**src/rtl/rx_ltssm_pkg.sv**
```systemverilog
// Shared receive-LTSSM definitions.
// Holds the ordered-set type codes, the PAD field rule codes, the per-lane
// checker state encoding and the LTSSM substate encoding shared with the
// master. Also holds the PAD rule evaluation used by every lane counter.
package rx_ltssm_pkg;

  localparam int OS_TYPE_W  = 2;
  localparam int PAD_RULE_W = 2;
  localparam int SUBSTATE_W = 4;

  typedef enum logic [OS_TYPE_W-1:0] {
    OS_NONE = 2'b00,
    OS_TS1  = 2'b01,
    OS_TS2  = 2'b10,
    OS_EIOS = 2'b11
  } os_type_e;

  typedef enum logic [PAD_RULE_W-1:0] {
    PAD_IGNORE    = 2'b00,
    PAD_BOTH      = 2'b01,
    PAD_LANE_ONLY = 2'b10,
    PAD_NONE      = 2'b11
  } pad_rule_e;

  typedef enum logic {
    LANE_CLEARED = 1'b0,
    LANE_ARMED   = 1'b1
  } lane_state_e;

  typedef enum logic [SUBSTATE_W-1:0] {
    SS_DETECT_QUIET      = 4'd0,
    SS_DETECT_ACTIVE     = 4'd1,
    SS_POLLING_ACTIVE    = 4'd2,
    SS_POLLING_CONFIG    = 4'd3,
    SS_CFG_LINKWIDTH_ST  = 4'd4,
    SS_CFG_LINKWIDTH_ACC = 4'd5,
    SS_CFG_LANENUM_WAIT  = 4'd6,
    SS_CFG_LANENUM_ACC   = 4'd7,
    SS_CFG_COMPLETE      = 4'd8,
    SS_CFG_IDLE          = 4'd9,
    SS_L0                = 4'd10
  } ltssm_substate_e;

  // Evaluates the link/lane PAD field rule for one received ordered set.
  function automatic logic pad_rule_ok(input logic [PAD_RULE_W-1:0] rule,
                                       input logic link_pad,
                                       input logic lane_pad);
    logic ok;
    ok = 1'b0;
    case (rule)
      PAD_IGNORE:    ok = 1'b1;
      PAD_BOTH:      ok = link_pad & lane_pad;
      PAD_LANE_ONLY: ok = ~link_pad & lane_pad;
      PAD_NONE:      ok = ~link_pad & ~lane_pad;
      default:       ok = 1'b0;
    endcase
    return ok;
  endfunction

endpackage

```
**src/rtl/rx_os_counter_array_if.sv**
```systemverilog
// Bus between the master receive LTSSM / ordered-set decoder and the
// per-lane ordered-set counter bank.
// master: drives arm bits, target, expected type/PAD rule and decoded OS
//         pulses; receives comparator bits and per-lane counts.
// slave:  the counter bank.
interface rx_os_counter_array_if #(
  parameter int MAXLANES = 16,
  parameter int CNTW     = 5
);

  logic [MAXLANES-1:0]      resetOsCheckers;
  logic [CNTW-1:0]          comparatorsCount;
  logic [1:0]               expectedType;
  logic [1:0]               expectedPad;
  logic [MAXLANES-1:0]      osValid;
  logic [2*MAXLANES-1:0]    osType;
  logic [MAXLANES-1:0]      linkPad;
  logic [MAXLANES-1:0]      lanePad;
  logic [MAXLANES-1:0]      countersComparators;
  logic [CNTW*MAXLANES-1:0] laneCount;

  modport master (
    output resetOsCheckers, comparatorsCount, expectedType, expectedPad,
    output osValid, osType, linkPad, lanePad,
    input  countersComparators, laneCount
  );

  modport slave (
    input  resetOsCheckers, comparatorsCount, expectedType, expectedPad,
    input  osValid, osType, linkPad, lanePad,
    output countersComparators, laneCount
  );

endinterface

```
**src/rtl/rx_os_lane_counter.sv**
```systemverilog
// One lane of the receive ordered-set counter bank.
// Holds the frozen target, the consecutive-match counter and the registered
// comparator bit for a single lane.
// Ports:
//   clk, reset      receive clock, asynchronous active-low reset
//   arm             1 = count, 0 = held cleared with target loading
//   target_in       target count presented by the master
//   exp_type        expected OS type, exp_pad PAD field rule
//   os_valid        one-cycle pulse: an ordered set was decoded on this lane
//   os_type, link_pad, lane_pad  fields of that ordered set
//   count           registered consecutive match count
//   cmp             registered "count has reached target" bit
module rx_os_lane_counter
  import rx_ltssm_pkg::*;
#(
  parameter int CNTW = 5
) (
  input  logic            clk,
  input  logic            reset,
  input  logic            arm,
  input  logic [CNTW-1:0] target_in,
  input  logic [1:0]      exp_type,
  input  logic [1:0]      exp_pad,
  input  logic            os_valid,
  input  logic [1:0]      os_type,
  input  logic            link_pad,
  input  logic            lane_pad,
  output logic [CNTW-1:0] count,
  output logic            cmp
);

  lane_state_e     state_q, state_d;
  logic [CNTW-1:0] target_q, target_d;
  logic [CNTW-1:0] count_q, count_d;
  logic            cmp_q, cmp_d;
  logic            match;

  function automatic logic [CNTW-1:0] sat_inc(input logic [CNTW-1:0] v);
    return (&v) ? v : v + 1'b1;
  endfunction

  assign match = os_valid && (os_type == exp_type) && (exp_type != OS_NONE)
                 && pad_rule_ok(exp_pad, link_pad, lane_pad);

  // State register
  always_ff @(posedge clk or negedge reset) begin
    if (!reset) state_q <= LANE_CLEARED;
    else        state_q <= state_d;
  end

  // Next-state logic
  always_comb begin
    state_d = state_q;
    case (state_q)
      LANE_CLEARED: if (arm)  state_d = LANE_ARMED;
      LANE_ARMED:   if (!arm) state_d = LANE_CLEARED;
      default:      state_d = LANE_CLEARED;
    endcase
  end

  // Output / datapath logic, keyed on the state being entered so a clear
  // wins over a same-cycle ordered set.
  always_comb begin
    target_d = target_q;
    count_d  = count_q;
    cmp_d    = 1'b0;
    if (state_d == LANE_CLEARED) begin
      target_d = target_in;
      count_d  = '0;
    end else begin
      if (os_valid) count_d = match ? sat_inc(count_q) : '0;
      cmp_d = (count_d >= target_q) && (target_q != '0);
    end
  end

  // Lane registers
  always_ff @(posedge clk or negedge reset) begin
    if (!reset) begin
      target_q <= '0;
      count_q  <= '0;
      cmp_q    <= 1'b0;
    end else begin
      target_q <= target_d;
      count_q  <= count_d;
      cmp_q    <= cmp_d;
    end
  end

  assign count = count_q;
  assign cmp   = cmp_q;

endmodule

```
**src/rtl/rx_os_counter_array.sv**
```systemverilog
// Per-lane receive ordered-set counter bank feeding the master receive LTSSM.
// Each lane counts consecutive ordered sets matching the expected type and
// PAD rule and raises its comparator bit once the count reaches the target
// captured while the lane was cleared.
// Ports:
//   clk    receive clock
//   reset  asynchronous active-low reset
//   bus    slave side of rx_os_counter_array_if (arm bits, target, expected
//          type/PAD rule, decoded OS fields in; comparator bits, counts out)
module rx_os_counter_array
  import rx_ltssm_pkg::*;
#(
  parameter int MAXLANES = 16,
  parameter int CNTW     = 5
) (
  input  logic                  clk,
  input  logic                  reset,
  rx_os_counter_array_if.slave  bus
);

  logic [MAXLANES-1:0]      cmp_vec;
  logic [CNTW*MAXLANES-1:0] cnt_vec;

  for (genvar l = 0; l < MAXLANES; l++) begin : g_lane
    rx_os_lane_counter #(
      .CNTW(CNTW)
    ) u_lane (
      .clk      (clk),
      .reset    (reset),
      .arm      (bus.resetOsCheckers[l]),
      .target_in(bus.comparatorsCount),
      .exp_type (bus.expectedType),
      .exp_pad  (bus.expectedPad),
      .os_valid (bus.osValid[l]),
      .os_type  (bus.osType[2*l +: 2]),
      .link_pad (bus.linkPad[l]),
      .lane_pad (bus.lanePad[l]),
      .count    (cnt_vec[CNTW*l +: CNTW]),
      .cmp      (cmp_vec[l])
    );
  end

  assign bus.countersComparators = cmp_vec;
  assign bus.laneCount           = cnt_vec;

endmodule

```
**src/flat_wrapper.sv**
```systemverilog
// flat-port wrapper written by rule: the top's interface ports become plain ports
module rx_os_counter_array_flat import rx_ltssm_pkg::*;
#(
  parameter int MAXLANES = 16,
  parameter int CNTW     = 5
)
  (clk, reset, bus_resetOsCheckers, bus_comparatorsCount, bus_expectedType, bus_expectedPad, bus_osValid, bus_osType, bus_linkPad, bus_lanePad, bus_countersComparators, bus_laneCount);
  rx_os_counter_array_if #(.MAXLANES(MAXLANES), .CNTW(CNTW)) bus_i ();
  input  logic clk;
  input  logic reset;
  input wire logic [$bits(bus_i.resetOsCheckers)-1:0] bus_resetOsCheckers;
  input wire logic [$bits(bus_i.comparatorsCount)-1:0] bus_comparatorsCount;
  input wire logic [$bits(bus_i.expectedType)-1:0] bus_expectedType;
  input wire logic [$bits(bus_i.expectedPad)-1:0] bus_expectedPad;
  input wire logic [$bits(bus_i.osValid)-1:0] bus_osValid;
  input wire logic [$bits(bus_i.osType)-1:0] bus_osType;
  input wire logic [$bits(bus_i.linkPad)-1:0] bus_linkPad;
  input wire logic [$bits(bus_i.lanePad)-1:0] bus_lanePad;
  output wire logic [$bits(bus_i.countersComparators)-1:0] bus_countersComparators;
  output wire logic [$bits(bus_i.laneCount)-1:0] bus_laneCount;
  assign bus_i.resetOsCheckers = bus_resetOsCheckers;
  assign bus_i.comparatorsCount = bus_comparatorsCount;
  assign bus_i.expectedType = bus_expectedType;
  assign bus_i.expectedPad = bus_expectedPad;
  assign bus_i.osValid = bus_osValid;
  assign bus_i.osType = bus_osType;
  assign bus_i.linkPad = bus_linkPad;
  assign bus_i.lanePad = bus_lanePad;
  assign bus_countersComparators = bus_i.countersComparators;
  assign bus_laneCount = bus_i.laneCount;
  rx_os_counter_array #(.MAXLANES(MAXLANES), .CNTW(CNTW)) u_core (.clk(clk), .reset(reset), .bus(bus_i));
endmodule
```
**config.mk**
```make
export PLATFORM = sky130hd
export DESIGN_NAME = rx_os_counter_array_flat
export DESIGN_NICKNAME = d
export VERILOG_FILES = /design/src/rtl/rx_ltssm_pkg.sv /design/src/rtl/rx_os_counter_array_if.sv /design/src/rtl/rx_os_lane_counter.sv /design/src/rtl/rx_os_counter_array.sv /design/src/flat_wrapper.sv
export SDC_FILE = /design/constraint.sdc
export NUM_CORES = 1
export LEC_CHECK = 0
export ABC_AREA = 1
export ABC_CLOCK_PERIOD_IN_PS = 2050
export BUFFER_PORTS_ARGS = -buffer_cell sky130_fd_sc_hd__buf_2
export CORE_MARGIN = 5
export CORE_UTILIZATION = 58
export DETAILED_ROUTE_END_ITERATION = 16
export GPL_TIMING_DRIVEN = 0
export PLACE_DENSITY = 0.82
export SLEW_MARGIN = 20
export SYNTH_ARGS = -nofsm -noshare
export SYNTH_HDL_FRONTEND = slang
export SYNTH_SLANG_ARGS = --single-unit
```
**constraint.sdc**
```tcl
create_clock -name clk -period 2.05 [get_ports clk]
set_input_delay 0.1025 -clock clk [delete_from_list [all_inputs] [get_ports clk]]
set_output_delay 0.1025 -clock clk [all_outputs]
set_load 0.05 [all_outputs]
```
* Word level (Yosys, flattened, before mapping)
Index checks and enable logic that the tools add are counted.
** Word-level totals
- Memory bits (read-only) :: 0
- Memory bits (writable) :: 0
- Output and inout port bits :: 96
- Bits in latches :: 0
- Bits in registers :: 176
- Memories :: 0
- Logic and storage cells :: 405
- Input bits :: 107
** Operators by class
- $lt $le $gt $ge :: 16
- Equality and inequality tests :: 19
- Bitwise logic cells :: 80
- Mux-type cells :: 128
- Reduce and logical (&&, ||, !) cells :: 98
- Shift operators :: 0
- Divide/modulo/power cells :: 0
- Add/subtract/negate cells :: 16
- $mul :: 0
** Operators with widths (count)
- 5-bit two-way mux :: 80
- 5-bit by 1-bit adder with 5-bit output (second input constant) :: 16
- 5-bit greater-or-equal comparator :: 16
- 5-bit AND reduction :: 16
- 5-bit nonzero test :: 16
- 1-bit logical AND :: 64
- 1-bit one-hot mux with 4 select lines :: 16
- 1-bit AND :: 48
- 2-bit equality test :: 16
- 1-bit two-way mux :: 32
- 1-bit inverter :: 32
- 2-bit equality test (second input constant) :: 2
- 2-bit by 1-bit equality test with 1-bit output (second input constant) :: 1
- 2-bit logical NOT :: 1
- 2-bit nonzero test :: 1

* Depth between registers and ports, before layout
Gate-level depths: netlist (run 1).
- Depth in word-level cells :: 10
- Gate-level depth with buffers :: 17
- Gate-level depth less buffers :: 15

* Cells and area by module
A second synthesis (run 1) with hierarchy kept.
** Second synthesis, totals
- Cell total of the unflattened synthesis :: 1682
- Area, all modules :: 11697.5 um2
** Modules (own cells, without submodules)
- rx_os_lane_counter (u_core.g_lane[0].u_lane ...) :: area an instance 730.7 um2, instances 15, seq. area each 275.3 um2, cells an instance 105
- rx_os_lane_counter (u_core.g_lane[1].u_lane) :: area an instance 737.0 um2, instances 1, seq. area each 275.3 um2, cells an instance 107

* Worst setup path after synthesis (run 1)
OpenSTA, ideal clock, no wires.
- Path kind :: flip-flop to flip-flop
- Start point :: register u_core.g_lane[1].u_lane.count_q[0]
- End point :: register u_core.g_lane[1].u_lane.cmp_q
- Path slack :: -228 ps
- Period minus slack after synthesis :: 2278 ps
- Stages on the path, launching flop included :: 12
- Buffers on the path :: 0
- Arrival :: 2157 ps
- Setup time :: 121 ps
- Required time :: 1929 ps
- Cell sequence :: dfrtp_1 ha_1 nand4_1 or2_2 nand3b_1 nand2_1 inv_1 ha_1 a21oi_1 o21ai_0 nor3_1 nor2_1
** On the way
- Longest elaborated chain between the ends :: 8
- Elaborated cells between the ends (all ways) :: 9
- Those cells by class :: add/sub: 1; order compare: 1; mux: 5; reduce/logical: 2
** RTL lines
- start: declaration :: line rx_os_lane_counter.sv:34 : logic [CNTW-1:0] count_q, count_d;
- start signal: assignment :: line rx_os_lane_counter.sv:84 : count_q <= count_d;
- 5-bit by 1-bit adder with 5-bit output or 5-bit AND reduction (tied branches) :: line rx_os_lane_counter.sv:39 : return (&v) ? v : v + 1'b1;
- 5-bit two-way mux :: line rx_os_lane_counter.sv:39
- 5-bit two-way mux :: line rx_os_lane_counter.sv:71 : if (os_valid) count_d = match ? sat_inc(count_q) : '0;
- 5-bit two-way mux (*) :: line rx_os_lane_counter.sv:71
- 5-bit two-way mux (*) :: line rx_os_lane_counter.sv:67 : if (state_d == LANE_CLEARED) begin
- 5-bit greater-or-equal comparator (*) :: line rx_os_lane_counter.sv:72 : cmp_d = (count_d >= target_q) && (target_q != '0);
- 1-bit logical AND (*) :: line rx_os_lane_counter.sv:72
- 1-bit two-way mux (*) :: line rx_os_lane_counter.sv:67
- named net u_core.g_lane[1].u_lane.cmp_d :: line rx_os_lane_counter.sv:35 : logic cmp_q, cmp_d;
- end signal: assignment :: line rx_os_lane_counter.sv:85 : cmp_q <= cmp_d;
- end: declaration :: line rx_os_lane_counter.sv:35
The timed path passes the listed nets; every way through them passes the cells marked *. The select of a mux whose other input is x is not followed.
A chain may end at the register's enable or synchronous reset.

* Worst setup path in the final report (run 1)
- Start point :: register u_core.g_lane[14].u_lane.count_q[1]
- End point :: register u_core.g_lane[14].u_lane.cmp_q
** On the way
- Longest elaborated chain between the ends :: 8
- Elaborated cells between the ends (all ways) :: 9
- Those cells by class :: add/sub: 1; order compare: 1; mux: 5; reduce/logical: 2
** RTL lines (line)
- start: declaration :: rx_os_lane_counter.sv:34
- start signal: assignment :: rx_os_lane_counter.sv:84
- 5-bit by 1-bit adder with 5-bit output or 5-bit AND reduction (tied branches) :: rx_os_lane_counter.sv:39
- 5-bit two-way mux :: rx_os_lane_counter.sv:39
- 5-bit two-way mux :: rx_os_lane_counter.sv:71
- 5-bit two-way mux (*) :: rx_os_lane_counter.sv:71
- 5-bit two-way mux (*) :: rx_os_lane_counter.sv:67
- 5-bit greater-or-equal comparator (*) :: rx_os_lane_counter.sv:72
- 1-bit logical AND (*) :: rx_os_lane_counter.sv:72
- 1-bit two-way mux (*) :: rx_os_lane_counter.sv:67
- named net u_core.g_lane[14].u_lane.cmp_d :: rx_os_lane_counter.sv:35
- end signal: assignment :: rx_os_lane_counter.sv:85
- end: declaration :: rx_os_lane_counter.sv:35
Marks and branches as above.

==> key figures, run 1 <==
STA
  – Total Neg Setup Slack: -0.0911 ns
  – Slew Limit Fails: 0
  – Crit path time final: 2.12 ns
  – Fin. Hold Viols: 0
  – Final Skew: 0.0110 ns
  – Worst-Margin Slew: 0.763 ns
  – Period utilization: 104%
  – Hold_ws: 0.0546 ns
  – Slew margin rel.: 49.1%
  – Setup violators final: 2
  – Fmax achieved: 471 MHz
  – Final Worst Setup Slack: -0.0728 ns
  – RSZ-0062 raised after global routing: true

Power
  – P_leak: 8.55 nW
  – Sw frac: 32.3%
  – P_sw: 2.99 mW
  – Sequential share of power: 41.6%
  – Worst VDD drop: 0.602 mV
  – Clock power share: 35.5%
  – Power density over the cells: 612 mW/mm2
  – Part of the power in combinational logic: 23.0%
  – Power Total: 9.26 mW
  – Int Pwr: 6.27 mW

Synthesis
  – Mapped Cells: 1696
  – Number of flops mapped to enable cells by yosys: 0
  – Share of Yosys cell area claimed by the top area cell type: 37.1%
  – Leading area contributor after synthesis: dfrtp_1
  – Syn Std Cell Area: 0.0119 mm2
  – Library cells used by synthesis: 29
  – Syn_nets: 1899
  – Main flop type after synthesis: dfrtp_1
  – YS warnings: 0
  – Avg Synthesized Cell Area: 6.99 um2
  – Synth Register Bits: 176
  – Ys async rst share: 100%
  – Synth top area cells: dfrtp_1, nand2_1, ha_1
  – Part of the Yosys area used for sequential elements: 37.1%
  – Most frequent cell after synthesis: nand2_1
  – Synth cell count leaders: nand2_1, inv_1, nor2_1

Setup path
  – Crit path DAT: 2.43 ns
  – CP Class: flop to flop
  – CP max FO: 5
  – FF-to-FF Start: u_core.g_lane[14].u_lane.count[1]
  – Reg2Reg Depth: 14
  – Register-to-register setup slack: -0.07 ns
  – Critical Path RT: 2.35 ns
  – Buf/Inv on CP: 2
  – Cell chain of the critical path: ha_4 -> nand3_2 -> inv_2 -> nand2_2 -> nand2_4 -> nor2_4 -> nor2_1 -> nand2_1 -> inv_2 -> ha_4 -> a21oi_2 -> o21ai_1 -> nor3_1 -> nor2_1
  – Crit path largest cell delay: 0.43 ns
  – Startpoint types: flop
  – Worst path depth: 14
  – Critical Path Sink Type: flop
  – Slowest stage cell, crit path: dfrtp_2
  – RR Endpoint: u_core.g_lane[14].u_lane.cmp
  – CP delay by family, top: simple AND/OR/NAND/NOR gates

Outcome
  – Failing checks: setup timing
  – Status: finished with violations

Clock network
  – Clk pin slew, worst setup/hold paths: 0.07 ns
  – TritonCTS clock tree: yes
  – CTS Buffer Depth: 2
  – H-tree Lvls: 4
  – Total CTS buffers: 17
  – Worst skew pair latency: 0.44 ns
  – Root Driver: clkbuf_16
  – Clock sinks: 176

Floorplanning
  – Std cell rows: 52
  – Chip width: 153 um
  – Die height: 153 um
  – DIE AREA: 0.0234 mm2
  – Initial Utilization: 58.8%
  – Core Box Area: 0.0202 mm2
  – IO Count: 203

Placed design
  – Area after DPL: 0.0133 mm2
  – Gpl congestion: 0.878
  – Port Buffers: 200
  – Dpl hpwl: 23100 um

Cells and area
  – Share of cells above drive strength 1: 25.4%
  – Filler cells: 1495
  – Nets@finish: 2178
  – Design area: 0.0151 mm2
  – Area Overhead vs Synth: 27.5%

Job
  – Max-cap check violation count: 0

Global route
  – Largest net degree at the start of global routing: 104
  – Initial antenna violation count: 3
  – Remaining Overflow, GRT: 0
  – First-pass GRT wire length: 51500 um
  – Global-route usage over all layers: 26.3%
  – Vias in the first global route: 11200

Min path
  – Hold Path Origin: bus_osValid[5]
  – WHS Endpoint: u_core.g_lane[5].u_lane.count[1]
  – Hold Path Class: input port to flop
  – Worst hold path depth: 4

Drt
  – Total length of routed wires: 33600 um
  – Drt drc: 0
  – Avg WL per Cell: 14.9 um
  – DRT Pass-1 Iters: 8
  – Via Count: 11900
  – Antenna Nets Post-Route: 0
  – Post-DR vias/cell: 5.27
  – Initial DRC count: 654
==> sequential cells by signal (all words and copies together) (netlist names) <==
signal,flops
u_core.g_lane.u_lane.count,80
u_core.g_lane.u_lane.target_q,80
u_core.g_lane.u_lane.cmp,16
==> metrics by stage <==
step	cells	util, %	setup WS (ns)
2_1_floorplan	1696	-	-0.0624
3_3_place_gp	2166	65.9	-2.22
3_5_place_dp	2167	66.1	-0.321
4_1_cts	2235	70.8	0.00159
5_1_grt	2258	75.0	-0.157
6_report	2259	75.0	-0.0728
==> worst min-delay path, cell delays in order <==
cell and delay (ns):
buf_2 0.13, o21ai_2 0.10, nand2_1 0.08, nor2_1 0.04
==> layout by cell type (no fill, tap or decap), types with 28 or more instances in the layout <==
cell type / n
nand2_1: 460
inv_1: 274
buf_2: 200
nor2_1: 186
dfrtp_1: 141
o21ai_0: 134
nand3_1: 60
buf_4: 59
ha_1: 54
nand4_1: 41
nand2_2: 39
ha_4: 37
dfrtp_2: 35
a21oi_1: 28
==> power groups by stage <==
stage / registers (mW) / logic, mW / clock network (mW)
5_1_grt: 3.87 / 2.36 / 3.48
2_1_floorplan: 4.00 / 1.12 / 0
6_report: 3.85 / 2.13 / 3.28
4_1_cts: 3.84 / 1.91 / 3.31
3_3_place_gp: 3.90 / 1.75 / 0
3_5_place_dp: 3.91 / 1.82 / 0
==> how the worst max path moves through the flow <==
stage | start | to | slack, ns
2_1_floorplan | u_core.g_lane[1].u_lane.count[0] | u_core.g_lane[1].u_lane.cmp | -0.06
3_3_place_gp | reset | u_core.g_lane[11].u_lane.count[0] | -2.22
3_5_place_dp | bus_expectedPad[0] | u_core.g_lane[11].u_lane.cmp | -0.32
4_1_cts | u_core.g_lane[14].u_lane.count[1] | u_core.g_lane[14].u_lane.cmp | 0.002
5_1_grt | u_core.g_lane[0].u_lane.count[0] | u_core.g_lane[0].u_lane.cmp | -0.16
6_report | u_core.g_lane[14].u_lane.count[1] | u_core.g_lane[14].u_lane.cmp | -0.07
==> per-layer routing <==
| metal | vias to the layer above | track usage [%] | share of wire, % |
|---|---|---|---|
| met5 | - | 0 | 0.12 |
| met4 | 6 | 7.42 | 2.9 |
| met3 | 88 | 5.85 | 5.9 |
| met2 | 369 | 46.6 | 51 |
| met1 | 5558 | 32.4 | 40 |
| li1 | 5873 | - | - |
==> logic make-up after synthesis <==
logic type | Yosys count | share of synthesized area [%]
buffers and inverters | 337 | 11.7
AOI/OAI and AO/OA | 196 | 8.59
DFF | 176 | 37.1
adders and majority gates | 96 | 10.1
xor gates and xnor gates | 28 | 2.13
and+or+nand+nor | 863 | 30.3
==> layout make-up <==
class	count	area [um2]	area share [%]
multi-input cells	1183	6830	45.2
flip-flops and latches	176	4450	29.4
repair buffers	260	1520	10.1
inverters	288	1080	7.17
clock buffers	17	425	2.81
well taps	270	338	2.23
plain buffers	49	313	2.07
clock inverters	15	158	1.04
diodes	1	2.50	0.0166
==> repair_timing <==
action / 4_1_cts / 5_1_grt
buffers inserted: 19 / 23
setup endpoints to repair: 10 / 16
pin swaps: 6 / 62
hold buffers: 17 / 0
resized for setup: 14 / 133
hold endpoints to repair: 142 / 0
(Power assumes the default switching activity.)
==> run 2, diff against run 1 <==
Settings changed: ABC_AREA 1 to not set, CORE_UTILIZATION 58 to 57, CTS_BUF_LIST set to sky130_fd_sc_hd__clkbuf_16, PLACE_DENSITY 0.82 to 0.81.
==> key figures, run 2 <==
Outcome
  – Status: finished with violations
  – Failing checks: setup timing

Floorplanning
  – Die height: 151 um
  – Chip width: 151 um
  – DIE AREA: 0.0229 mm2
  – Core Box Area: 0.0195 mm2
  – IO Count: 203
  – Initial Utilization: 58.2%
  – Std cell rows: 51

Global route
  – Largest net degree at the start of global routing: 91
  – First-pass GRT wire length: 46500 um
  – Global-route usage over all layers: 25.7%
  – Vias in the first global route: 9537
  – Initial antenna violation count: 0
  – Remaining Overflow, GRT: 0

STA
  – Slew margin rel.: 49.1%
  – Fmax achieved: 463 MHz
  – Setup violators final: 9
  – Crit path time final: 2.16 ns
  – Final Skew: 0.00695 ns
  – Worst-Margin Slew: 0.763 ns
  – Period utilization: 105%
  – Hold_ws: 0.0741 ns
  – Slew Limit Fails: 0
  – Final Worst Setup Slack: -0.111 ns
  – RSZ-0062 raised after global routing: true
  – Fin. Hold Viols: 0

Setup path
  – Startpoint types: flop
  – CP max FO: 2
  – CP delay by family, top: simple AND/OR/NAND/NOR gates
  – Worst path depth: 10
  – Critical Path Sink Type: flop
  – Cell chain of the critical path: ha_4 -> nand4_1 -> nand2_2 -> xor2_1 -> or2_1 -> ha_1 -> nand2b_4 -> a211o_1 -> o211ai_1 -> a21oi_1
  – Crit path DAT: 2.47 ns
  – Slowest stage cell, crit path: dfrtp_2
  – Reg2Reg Depth: 10
  – Critical Path RT: 2.36 ns
  – Crit path largest cell delay: 0.43 ns
  – Buf/Inv on CP: 0
  – CP Class: flop to flop

Drt
  – Via Count: 9348
  – Avg WL per Cell: 17.9 um
  – Total length of routed wires: 29400 um
  – Post-DR vias/cell: 5.70
  – DRT Pass-1 Iters: 5
  – Drt drc: 0
  – Initial DRC count: 505
  – Antenna Nets Post-Route: 0

Cells and area
  – Nets@finish: 1566
  – Design area: 0.0146 mm2
  – Commonest non-fill, non-tap cell in the layout: buf_2
  – Highest-count cells in the layout ignoring fill and taps: buf_2, dfrtp_1, inv_1
  – Share of cells above drive strength 1: 43.4%
  – Area Overhead vs Synth: 28.8%
  – Final std cells w/o fill: 1641
  – Antenna cells: 0

Synthesis
  – Ys async rst share: 100%
  – Number of flops mapped to enable cells by yosys: 0
  – YS warnings: 0
  – Multiplexer area fraction after synthesis: 9.87%
  – Largest family of logic cells by synthesized area: simple AND/OR/NAND/NOR gates
  – Library cells used by synthesis: 47
  – Leading area contributor after synthesis: dfrtp_1
  – Most frequent cell after synthesis: dfrtp_1
  – Adder and majority cell fraction of the synthesized area: 10.6%
  – Mapped Cells: 1082
  – Main flop type after synthesis: dfrtp_1
  – Syn_nets: 1285
  – Syn Std Cell Area: 0.0114 mm2
  – Synth Register Bits: 176
  – Synth cell count leaders: dfrtp_1, ha_1, inv_1, mux2_2, nor2_1
  – Synth top area cells: dfrtp_1, ha_1, mux2_2
  – Xor and xnor fraction of the mapped netlist area: 2.47%
  – Avg Synthesized Cell Area: 10.5 um2
  – Post-Synth Simple-Gate Area: 18.1%
  – Share of Yosys cell area claimed by the top area cell type: 38.8%
  – Synth Area in Compound Gates: 14.8%
  – Part of the Yosys area used for sequential elements: 38.8%

Clock network
  – Clock sinks: 176
  – Total CTS buffers: 17
  – TritonCTS clock tree: yes
  – Worst skew pair latency: 0.43 ns
  – Clk pin slew, worst setup/hold paths: 0.07 ns
  – H-tree Lvls: 4
  – CTS Buffer Depth: 2
  – Root Driver: clkbuf_16

Min path
  – Hold Path Class: input port to flop
  – Worst hold path depth: 2

Job
  – Max-cap check violation count: 0

Placed design
  – Port Buffers: 199
  – Gpl congestion: 0.849
  – Pre-CTS setup slack: -0.708 ns
  – Placed Cells: 1547
  – Dpl hpwl: 20900 um
  – Area after DPL: 0.0131 mm2

Power
  – Power density over the cells: 611 mW/mm2
  – Worst VDD drop: 0.594 mV
  – P_leak: 7.12 nW
run 2: changes by cell type after synthesis, sizes merged, moves of 24 or more:
cell | previous run | this run
a21boi | 2 | 32
inv | 288 | 80
mux2 | 0 | 80
nand2 | 501 | 72
nand2b | 0 | 24
nand3 | 66 | 13
nand4 | 41 | 13
nor2 | 196 | 80
nor3 | 35 | 0
nor3b | 0 | 70
o21ai | 148 | 30
o221ai | 0 | 32
run 2: area by class of cell:
cell class / instances / area (um2)
clock buffer: 17 / 425
clock inverter: 15 / 160
inverter: 80 / 300
timing repair buffer: 262 / 1540
multi-input combinational: 777 / 7080
buffer: 49 / 314
tap: 265 / 332
fill: 1359 / 4890
sequential: 176 / 4480
run 2: logic make-up (layout without fill, tap and decap cells):
family,count (synthesis),in the layout
adder cells (fa/ha/maj),96,96
AND/OR/NAND/NOR,357,357
AO/OA/AOI/OAI,190,190
flip-flops,176,176
multiplexers,102,102
XOR/XNOR,32,32
buffers and inverters,129,423
run 2: power breakdown:
| group | internal (mW) | leakage [nW] | total, mW | switching (mW) |
|---|---|---|---|---|
| sequential | 3.67 | 2.17 | 3.82 | 0.150 |
| combinational | 0.865 | 4.66 | 1.85 | 0.989 |
| clock | 1.81 | 0.291 | 3.27 | 1.45 |
run 2: worst reg2reg max path, delay by kind of cell (launching register included):
kind | cells | cell delay [ns]
and+or+nand+nor | 4 | 0.57
adders and majority gates | 2 | 0.43
DFF | 1 | 0.43
AOI/OAI and AO/OA | 3 | 0.42
xor gates and xnor gates | 1 | 0.17
run 2: timing repair:
action,in CTS,in global routing
pin swaps,36,41
endpoints found under the setup margin,12,16
hold buffers,17,0
hold endpoints to repair,105,0
gates cloned,0,0
setup buffers,28,17
resized for setup,26,47
run 2: metal layers:
| layer | share of wire [%] | vias to the layer above | GRT usage (%) |
|---|---|---|---|
| met2 | 50 | 257 | 43.6 |
| li1 | - | 4458 | - |
| met1 | 42 | 4590 | 32.4 |
| met3 | 6.0 | 43 | 5.48 |
| met5 | 0 | - | 0 |
| met4 | 2.2 | 0 | 8.84 |
run 2: per-stage QoR:
step	TNS [ns]	util (%)	power, mW
3_3_place_gp	-362.26	66.8	5.42
5_1_grt	-1.68	74.9	9.37
2_1_floorplan	-1.47	-	4.95
3_5_place_dp	-8.50	67.0	5.50
6_report	-0.418	74.9	8.94
4_1_cts	-0.369	72.8	8.87
run 2: path summary, 6_finish.rpt:
| path | from | end | slack [ns] |
|---|---|---|---|
| max | u_core.g_lane[2].u_lane.count[0] | u_core.g_lane[2].u_lane.cmp | -0.11 |
| min in group asynchronous | reset | u_core.g_lane[9].u_lane.count[1] | 0.25 |
| max in group asynchronous | reset | u_core.g_lane[0].u_lane.count[2] | 0.88 |
| min reg2reg | u_core.g_lane[9].u_lane.target_q[3] | u_core.g_lane[9].u_lane.target_q[3] | 0.51 |
| max reg2reg | u_core.g_lane[2].u_lane.count[0] | u_core.g_lane[2].u_lane.cmp | -0.11 |
| min | bus_comparatorsCount[3] | u_core.g_lane[15].u_lane.target_q[3] | 0.07 |
==> run 3, diff against run 2 <==
Settings changed: GPL_TIMING_DRIVEN 0 to 1.
==> key figures, run 3 (synthesis gave the netlist of run 2 again) <==
Drt
  – Via Count: 9342
  – Post-DR vias/cell: 5.71
  – Avg WL per Cell: 17.9 um
  – Initial DRC count: 452
  – Antenna Nets Post-Route: 0
  – Total length of routed wires: 29300 um
  – DRT Pass-1 Iters: 5
  – Drt drc: 0

Min path
  – Hold Path Class: input port to flop
  – Hold Path Origin: bus_resetOsCheckers[1]

Cells and area
  – Filler cells: 1338
  – Area Overhead vs Synth: 28.3%
  – Highest-count cells in the layout ignoring fill and taps: buf_2, dfrtp_1, buf_4
  – Design area: 0.0146 mm2
  – Share of cells above drive strength 1: 45.5%
  – Commonest non-fill, non-tap cell in the layout: buf_2
  – Nets@finish: 1558

Setup path
  – Critical Path Sink Type: flop
  – Setup crit start: u_core.g_lane[3].u_lane.count[0]
  – Crit path DAT: 2.44 ns
  – CP max FO: 3
  – CP Class: flop to flop
  – Startpoint types: flop
  – FF-to-FF Start: u_core.g_lane[3].u_lane.count[0]
  – Critical Path RT: 2.36 ns

Power
  – Power Total: 8.86 mW
  – P_leak: 7.11 nW
  – Worst VDD drop: 0.605 mV
  – Power density over the cells: 608 mW/mm2

Clock network
  – TritonCTS clock tree: yes
  – H-tree Lvls: 4
  – Root Driver: clkbuf_16
  – Worst skew pair latency: 0.43 ns
  – Clk pin slew, worst setup/hold paths: 0.07 ns
  – Total CTS buffers: 17
  – CTS Buffer Depth: 2
  – Clock sinks: 176

Placed design
  – Port Buffers: 202
  – Pre-CTS setup slack: -0.264 ns
  – Dpl hpwl: 21000 um
  – Gpl congestion: 0.863
  – Area after DPL: 0.0134 mm2

Global route
  – Remaining Overflow, GRT: 0
  – Busiest grt layer: met2
  – Largest net degree at the start of global routing: 54
  – Vias in the first global route: 9348
  – Met3 Track Usage GR: 5.09%
  – Initial antenna violation count: 4
  – Global-route usage over all layers: 25.2%
  – First-pass GRT wire length: 45900 um
  – GRT met2 Usage: 43.3%
  – M1 GR Usage: 32.0%

Floorplanning
  – Chip width: 151 um
  – DIE AREA: 0.0229 mm2
  – Std cell rows: 51
  – Die height: 151 um
  – Initial Utilization: 58.2%
  – Core Box Area: 0.0195 mm2
  – IO Count: 203

Outcome
  – Status: finished with violations
  – Failing checks: setup timing

STA
  – Final Skew: 0.00882 ns
  – Final Worst Setup Slack: -0.0846 ns
  – Slew Limit Fails: 0
  – Slew margin rel.: 68.2%
  – Fin. Hold Viols: 0
  – RSZ-0062 raised after global routing: true
  – Fmax achieved: 468 MHz
  – Worst-Margin Slew: 0.478 ns
  – Period utilization: 104%
  – Crit path time final: 2.13 ns
  – Total Neg Setup Slack: -0.214 ns
  – Setup violators final: 6

Job
  – Max-cap check violation count: 0
-- run 3: final timing paths --
kind                       cells after the start  slack [ns]                                  end
max in group asynchronous                      3        1.09     u_core.g_lane[2].u_lane.count[1]
min                                            3       0.005     u_core.g_lane[1].u_lane.count[2]
min in group asynchronous                      2        0.15     u_core.g_lane[9].u_lane.count[0]
min reg2reg                                    1        0.51  u_core.g_lane[2].u_lane.target_q[4]
max reg2reg                                   10       -0.08          u_core.g_lane[3].u_lane.cmp
max                                           10       -0.08          u_core.g_lane[3].u_lane.cmp
-- run 3: layout make-up --
class | count | area (um2) | share of cell area (%)
multi-input combinational | 777 | 7040 | 48.3
sequential | 176 | 4480 | 30.7
timing repair buffer | 303 | 1850 | 12.7
clock buffer | 17 | 425 | 2.92
tap | 265 | 332 | 2.27
inverter | 80 | 300 | 2.06
clock inverter | 15 | 149 | 1.02
antenna | 3 | 7.51 | 0.0515
-- run 3: repair_timing --
| action | in CTS | in global routing |
|---|---|---|
| endpoints found under the hold margin | 44 | 0 |
| buffers inserted | 8 | 15 |
| setup endpoints to repair | 12 | 16 |
| resized for setup | 25 | 41 |
| pin swaps | 21 | 28 |
| hold buffers | 4 | 0 |
-- run 3: power breakdown --
| part | internal (mW) | total, mW | switching, mW |
|---|---|---|---|
| Combinational | 0.873 | 1.86 | 0.982 |
| Clock | 1.71 | 3.19 | 1.48 |
| Sequential | 3.67 | 3.82 | 0.146 |
-- run 3: critical path: stages (launching register included) --
cell      delay, ns
dfrtp_2        0.39
ha_4           0.16
nand2_4        0.05
o21ai_4        0.20
xor2_2         0.12
or2_1          0.22
ha_1           0.28
nand2b_4       0.14
a211o_1        0.25
o211ai_1       0.10
a21oi_1        0.09
-- run 3: stage by stage --
| stage | hold WS (ns) | cells | utilization, % |
|---|---|---|---|
| 2_1_floorplan | -0.193 | 1082 | - |
| 3_3_place_gp | 0.0632 | 1574 | 68.5 |
| 3_5_place_dp | 0.0615 | 1574 | 68.5 |
| 4_1_cts | 0.00112 | 1618 | 72.8 |
| 5_1_grt | 0.0198 | 1635 | 74.7 |
| 6_report | 0.00519 | 1636 | 74.7 |
-- run 3: layer usage --
layer  vias to the layer above  wire length [um]
met2                       256             14700
met5                         -                27
met1                      4570             12200
met3                        70              1720
met4                         4               725
li1                       4442                 -
